File: src/rtl/riscv_instr_encoder.sv
// riscv_instr_encoder
//   Builds RV32I instruction words from a symbolic request (class, registers,
//   funct3, funct7[5], immediate) and writes them to consecutive words of the
//   instruction memory. It serves as the program loader and self-test
//   generator for the single-cycle core.
//
//   state | meaning
//   ------+---------------------------------------------------------------
//   IDLE  | ready for a request; in_ready=1
//   ENC   | request fields held; legality checked, word/address registered
//   WRITE | mem_we=1 for this cycle; the pointer advances at its end
//   FULL  | DEPTH words written; left only by clear or reset
//
// Ports
//   clk, reset            clock, asynchronous active-high reset
//   clear                 synchronous return to IDLE with pointer/count at 0
//   in_valid / in_ready   request handshake
//   in_class              0 lw, 1 sw, 2 R, 3 beq, 4 I-ALU, 5 jal, 6 jalr, 7 illegal
//   in_funct3, in_f7b5    funct3 and instr[30] for R / I-ALU
//   in_rd/rs1/rs2, in_imm register fields and signed immediate
//   mem_we/addr/wdata     imem write port (byte address = 4*pointer)
//   full, err, word_count status
module riscv_instr_encoder #(
    parameter int DEPTH = 64,
    parameter int AW    = 8
) (
    input  logic          clk,
    input  logic          reset,
    input  logic          clear,
    input  logic          in_valid,
    output logic          in_ready,
    input  logic [2:0]    in_class,
    input  logic [2:0]    in_funct3,
    input  logic          in_f7b5,
    input  logic [4:0]    in_rd,
    input  logic [4:0]    in_rs1,
    input  logic [4:0]    in_rs2,
    input  logic [31:0]   in_imm,
    output logic          mem_we,
    output logic [AW-1:0] mem_addr,
    output logic [31:0]   mem_wdata,
    output logic          full,
    output logic          err,
    output logic [AW-1:0] word_count
);

    localparam int PW = $clog2(DEPTH + 1);

    localparam logic [6:0] OP_LOAD   = 7'b0000011;
    localparam logic [6:0] OP_STORE  = 7'b0100011;
    localparam logic [6:0] OP_REG    = 7'b0110011;
    localparam logic [6:0] OP_BRANCH = 7'b1100011;
    localparam logic [6:0] OP_IMM    = 7'b0010011;
    localparam logic [6:0] OP_JAL    = 7'b1101111;
    localparam logic [6:0] OP_JALR   = 7'b1100111;

    typedef enum logic [1:0] {
        S_IDLE  = 2'd0,
        S_ENC   = 2'd1,
        S_WRITE = 2'd2,
        S_FULL  = 2'd3
    } state_t;

    state_t          state_q;
    logic [PW-1:0]   ptr_q;
    logic [AW-1:0]   word_count_q;
    logic            we_q;
    logic            err_q;
    logic            full_q;
    logic [AW-1:0]   addr_q;
    logic [31:0]     wdata_q;

    logic [2:0]      cls_q;
    logic [2:0]      f3_q;
    logic            f7b5_q;
    logic [4:0]      rd_q;
    logic [4:0]      rs1_q;
    logic [4:0]      rs2_q;
    logic [31:0]     imm_q;

    logic [31:0]     word_d;
    logic            legal_d;
    logic signed [31:0] simm;
    logic            shift_op;

    assign simm     = $signed(imm_q);
    assign shift_op = (f3_q == 3'b001) || (f3_q == 3'b101);

    // Encoding and legality of the held request, consumed in ENC.
    always_comb begin
        word_d  = 32'h0;
        legal_d = 1'b0;
        case (cls_q)
            3'd0: begin
                word_d  = {imm_q[11:0], rs1_q, 3'b010, rd_q, OP_LOAD};
                legal_d = (simm >= -32'sd2048) && (simm <= 32'sd2047);
            end
            3'd1: begin
                word_d  = {imm_q[11:5], rs2_q, rs1_q, 3'b010, imm_q[4:0], OP_STORE};
                legal_d = (simm >= -32'sd2048) && (simm <= 32'sd2047);
            end
            3'd2: begin
                word_d  = {1'b0, f7b5_q, 5'b0, rs2_q, rs1_q, f3_q, rd_q, OP_REG};
                legal_d = 1'b1;
            end
            3'd3: begin
                word_d  = {imm_q[12], imm_q[10:5], rs2_q, rs1_q, 3'b000,
                           imm_q[4:1], imm_q[11], OP_BRANCH};
                legal_d = (simm >= -32'sd4096) && (simm <= 32'sd4094) && !imm_q[0];
            end
            3'd4: begin
                if (shift_op) begin
                    // slli/srli/srai: shamt in [24:20], only srai sets bit 30
                    word_d  = {1'b0, f7b5_q & f3_q[2], 5'b0, imm_q[4:0], rs1_q,
                               f3_q, rd_q, OP_IMM};
                    legal_d = (simm >= 32'sd0) && (simm <= 32'sd31);
                end else begin
                    word_d  = {imm_q[11:0], rs1_q, f3_q, rd_q, OP_IMM};
                    legal_d = (simm >= -32'sd2048) && (simm <= 32'sd2047);
                end
            end
            3'd5: begin
                word_d  = {imm_q[20], imm_q[10:1], imm_q[11], imm_q[19:12], rd_q, OP_JAL};
                legal_d = (simm >= -32'sd1048576) && (simm <= 32'sd1048574) && !imm_q[0];
            end
            3'd6: begin
                word_d  = {imm_q[11:0], rs1_q, 3'b000, rd_q, OP_JALR};
                legal_d = (simm >= -32'sd2048) && (simm <= 32'sd2047);
            end
            default: begin
                word_d  = 32'h0;
                legal_d = 1'b0;
            end
        endcase
    end

    always_ff @(posedge clk or posedge reset) begin
        if (reset) begin
            state_q      <= S_IDLE;
            ptr_q        <= '0;
            word_count_q <= '0;
            we_q         <= 1'b0;
            err_q        <= 1'b0;
            full_q       <= 1'b0;
            addr_q       <= '0;
            wdata_q      <= 32'h0;
            cls_q        <= 3'd0;
            f3_q         <= 3'd0;
            f7b5_q       <= 1'b0;
            rd_q         <= 5'd0;
            rs1_q        <= 5'd0;
            rs2_q        <= 5'd0;
            imm_q        <= 32'h0;
        end else if (clear) begin
            state_q      <= S_IDLE;
            ptr_q        <= '0;
            word_count_q <= '0;
            we_q         <= 1'b0;
            err_q        <= 1'b0;
            full_q       <= 1'b0;
        end else begin
            err_q <= 1'b0;
            we_q  <= 1'b0;
            case (state_q)
                S_IDLE: begin
                    if (in_valid) begin
                        cls_q   <= in_class;
                        f3_q    <= in_funct3;
                        f7b5_q  <= in_f7b5;
                        rd_q    <= in_rd;
                        rs1_q   <= in_rs1;
                        rs2_q   <= in_rs2;
                        imm_q   <= in_imm;
                        state_q <= S_ENC;
                    end
                end
                S_ENC: begin
                    if (legal_d) begin
                        wdata_q <= word_d;
                        addr_q  <= AW'({ptr_q, 2'b00});
                        we_q    <= 1'b1;
                        state_q <= S_WRITE;
                    end else begin
                        err_q   <= 1'b1;
                        state_q <= S_IDLE;
                    end
                end
                S_WRITE: begin
                    ptr_q        <= ptr_q + PW'(1);
                    word_count_q <= word_count_q + AW'(1);
                    if (ptr_q == PW'(DEPTH - 1)) begin
                        full_q  <= 1'b1;
                        state_q <= S_FULL;
                    end else begin
                        state_q <= S_IDLE;
                    end
                end
                S_FULL: begin
                    state_q <= S_FULL;
                end
                default: state_q <= S_IDLE;
            endcase
        end
    end

    assign in_ready   = (state_q == S_IDLE);
    // A clear arriving in the WRITE cycle cancels the strobe itself.
    assign mem_we     = we_q & ~clear;
    assign mem_addr   = addr_q;
    assign mem_wdata  = wdata_q;
    assign full       = full_q;
    assign err        = err_q;
    assign word_count = word_count_q;

endmodule

File: config.mk
export PLATFORM = sky130hd
export DESIGN_NAME = riscv_instr_encoder
export DESIGN_NICKNAME = d
export VERILOG_FILES = /design/src/rtl/riscv_instr_encoder.sv
export SDC_FILE = /design/constraint.sdc
export NUM_CORES = 1
export LEC_CHECK = 0
export ABC_AREA = 1
export CORE_MARGIN = 2
export CORE_UTILIZATION = 36
export CTS_BUF_LIST = sky130_fd_sc_hd__clkbuf_8 sky130_fd_sc_hd__clkbuf_16
export DETAILED_ROUTE_END_ITERATION = 12
export HOLD_SLACK_MARGIN = 0.03
export PLACE_DENSITY_LB_ADDON = 0.2
export SLEW_MARGIN = 20
export SYNTH_ARGS = -nofsm -noshare
export SYNTH_HDL_FRONTEND = slang
export SYNTH_SLANG_ARGS = --single-unit
File: constraint.sdc
create_clock -name clk -period 10.7 [get_ports clk]
set_input_delay 2.14 -clock clk [delete_from_list [all_inputs] [get_ports clk]]
set_output_delay 2.14 -clock clk [all_outputs]
set_load 0.02 [all_outputs]
==> flow_summary.yaml <==
min_path:
  hold_path_end: "mem_addr[7]$_DFFE_PP0P_"
  hold_class: "flip-flop to flip-flop"
  hp-start: "mem_addr[7]$_DFFE_PP0P_"
  holdPathStages: 2
clocking:
  cts_sinks: 111
  clock_path_buffers: 2
  htreeDepth: 3
  cts_buffers: 9
  clk_latency_ns: 0.35
  cts_hold_buffers: 0
  cts_tree: "yes"
  cts_resized: 0
  cts_setup_buffers: 0
  cts_root_buffer: "clkbuf_16"
  path_clk_slew_ns: 0.07
grt:
  grt_pass1_wl_mm: 22.4
  antenna_found_initial: 0
  globalRouteTotalUtil_pct: 17.6
  grt_pass1_vias: 4633
  overflow: 0
  grt_max_degree: 105
floorplanning:
  floorplan.core_area_mm2: 0.0145
  fp.dieH_um: 126
  rows: 44
  die_area_mm2: 0.0158
  ioPinCount: 110
  die_x_um: 126
  start_util_pct: 36.8
setup_path:
  ff2ff_setup_slack_ns: 7.65
  critPathLaunchType: "input port"
  reg2reg_depth: 9
  r2r_start: "cls_q[2]$_DFFE_PP0P_"
  critical_path_arrival_ns: 3.55
  criticalPathCategory: "input port to primary output"
  cp-end-kind: "primary output"
  required_ns: 8.56
  crit_fanout: 11
  startpoint: "clear"
  reg2reg_to: "mem_addr[3]$_DFFE_PP0P_"
synth:
  synth_xor_area_share_pct: 0
  synth-compound-area-share_pct: 10.6
  ys_ff_latch: 111
  yosys_warnings: 0
  synthMuxAreaShare_pct: 0.846
  avgSynthCellArea_um2: 7.82
  yosys.area_share.simple_pct: 26.9
  syn_area_mm2: 0.00532
  synth_fa_ha_area_share_pct: 0.470
  synth_top_family_by_area: "simple AND/OR/NAND/NOR gates"
  syn_inst: 681
  synth.distinct_cells: 32
  ys_seq_area_share_pct: 52.2
placement:
  place_hpwl_mm: 9.89
  dp.cells: 947
  portBuffers: 107
  gp_congestion: 0.851
routing:
  num_vias: 4696
  postRouteAntennaNets: 0
  vias_per_cell: 4.88
  dr.pass1.iters: 4
  dr.first_iter.drc_count: 336
  drc: 0
  wire_per_inst_um: 14.1
  drt-total-wl_mm: 13.6
final_layout:
  diodes: 0
  fin_nets: 834
  drive_gt1_share_pct: 5.01
  final_common_cell: "nand2_1"
  num-fill-cells: 1422
  final_cell_mix: "nand2_1, dfrtp_1, nor2_1"
  fin_cells: 963
  syn2layout_area_growth_pct: 27.9
timing:
  rsz0062_at_grt: "false"
  max-slew-margin-rel_pct: 32.3
  drv_slew: 0
  period_share_pct: 53.2
  min_period_ns: 5.69
  tns_ns: 0
  worst_slew_pin_slew_ns: 1.02
  setup_viol: 0
  skew_ns: 0.00400
  hold_violations: 0
  fmax_ghz: 0.176
run_status:
  status: "complete, no violations"
power:
  p_per_area_mw_per_mm2: 198
  p_leak_nw: 3.24
  irDropWorstVdd_v: 0.000106
run:
  maxCapViolCount: 0
-- per-layer routing --
metal | global-route usage [%] | part of all wire [%] | vias to the layer above
met4 | 3.53 | 0.97 | 0
met5 | 0 | 0 | -
met3 | 4.62 | 4.9 | 17
met2 | 30.0 | 49 | 120
met1 | 22.8 | 45 | 2204
li1 | - | - | 2355
-- power breakdown --
group | switching [W] | leakage [nW] | internal, W | total [W]
clock network | 0.000152 | 0.142 | 0.000187 | 0.000339
registers | 0.0000649 | 1.36 | 0.000512 | 0.000577
logic | 0.000255 | 1.74 | 0.000180 | 0.000435
total | 0.000472 | 3.24 | 0.000878 | 0.00135
-- through the flow --
| stage | cell area, um2 | utilization (%) | worst slack, ns | hold slack [ns] | power (W) |
|---|---|---|---|---|---|
| 4_1_cts | 6810 | 47.0 | 5.00 | 0.476 | 0.00137 |
| 5_1_grt | 6810 | 47.0 | 4.96 | 0.495 | 0.00144 |
| 2_1_floorplan | 5330 | - | 5.63 | 0.476 | 0.000832 |
| 3_3_place_gp | 6510 | 44.9 | 5.03 | 0.455 | 0.00102 |
| 6_report | 6810 | 47.0 | 5.01 | 0.472 | 0.00135 |
| 3_5_place_dp | 6510 | 44.9 | 5.00 | 0.459 | 0.00102 |
-- how the worst max path moves through the flow --
| stage | to | slack [ns] | cells after the start |
|---|---|---|---|
| floorplan | cls_q[0]$_DFFE_PP0P_ | 5.63 | 1 |
| global placement | mem_we | 5.03 | 3 |
| detailed placement | mem_we | 5.00 | 3 |
| CTS | mem_we | 5.00 | 3 |
| global route | mem_we | 4.96 | 3 |
| finish | mem_we | 5.01 | 3 |
-- final cells by class --
| cell class | count | area, um2 | area share [%] |
|---|---|---|---|
| tap | 184 | 230 | 3.38 |
| clock buffer | 10 | 239 | 3.51 |
| inverter | 84 | 318 | 4.67 |
| timing repair buffer | 110 | 1090 | 16.1 |
| clock inverter | 6 | 61.3 | 0.901 |
| sequential | 111 | 2780 | 40.8 |
| multi-input combinational | 458 | 2090 | 30.7 |
-- sequential cells by signal, indices dropped and copies added, names as in the netlist --
| signal | flops |
|---|---|
| full | 1 |
| state_q | 2 |
| mem_wdata | 31 |
| ptr_q | 7 |
| word_count | 8 |
| rd_q | 5 |
| mem_addr | 6 |
| cls_q | 3 |
| f7b5_q | 1 |
| imm_q | 32 |
| rs2_q | 5 |
| rs1_q | 5 |
| err | 1 |
| f3_q | 3 |
| we_q | 1 |
-- cell families (layout without fill, tap and decap cells) --
| family | count (synthesis) | count (layout) |
|---|---|---|
| simple gates | 347 | 347 |
| buf+inv | 113 | 210 |
| flops | 111 | 111 |
| compound gates | 103 | 103 |
| mux | 4 | 4 |
| fa+ha+maj | 2 | 2 |
| other cells | 1 | 2 |
-- critical path, cell delays in order --
cell,delay [ns]
clkdlybuf4s50_1,0.61
nor2_1,0.18
clkdlybuf4s50_1,0.61
-- Yosys cell counts --
cell | count | area share, %
buf_1 | 2 | 0.14
nand3b_1 | 1 | 0.14
nor3_2 | 1 | 0.19
nor2_1 | 111 | 7.8
o311ai_0 | 2 | 0.33
buf_2 | 3 | 0.28
mux2_2 | 4 | 0.85
nor4_1 | 2 | 0.23
a21oi_1 | 64 | 6.0
nand2_2 | 2 | 0.23
o31ai_1 | 2 | 0.28
inv_2 | 6 | 0.42
buf_4 | 5 | 0.71
conb_1 | 1 | 0.070
nor3_1 | 11 | 1.0
buf_6 | 4 | 0.85
nand3_1 | 51 | 4.8
nand4_1 | 5 | 0.59
o211ai_1 | 3 | 0.42
and3_1 | 2 | 0.23
dfrtp_1 | 111 | 52
o22ai_1 | 13 | 1.5
ha_1 | 2 | 0.47
clkbuf_1 | 15 | 1.1
nand2_1 | 155 | 11
a31oi_1 | 2 | 0.23
nor2_2 | 3 | 0.35
inv_1 | 78 | 5.5
or2_2 | 2 | 0.23
o221ai_1 | 2 | 0.33
o21ai_0 | 15 | 1.4
nor3b_1 | 1 | 0.14
No activity file was read; power rests on OpenSTA's default activity.
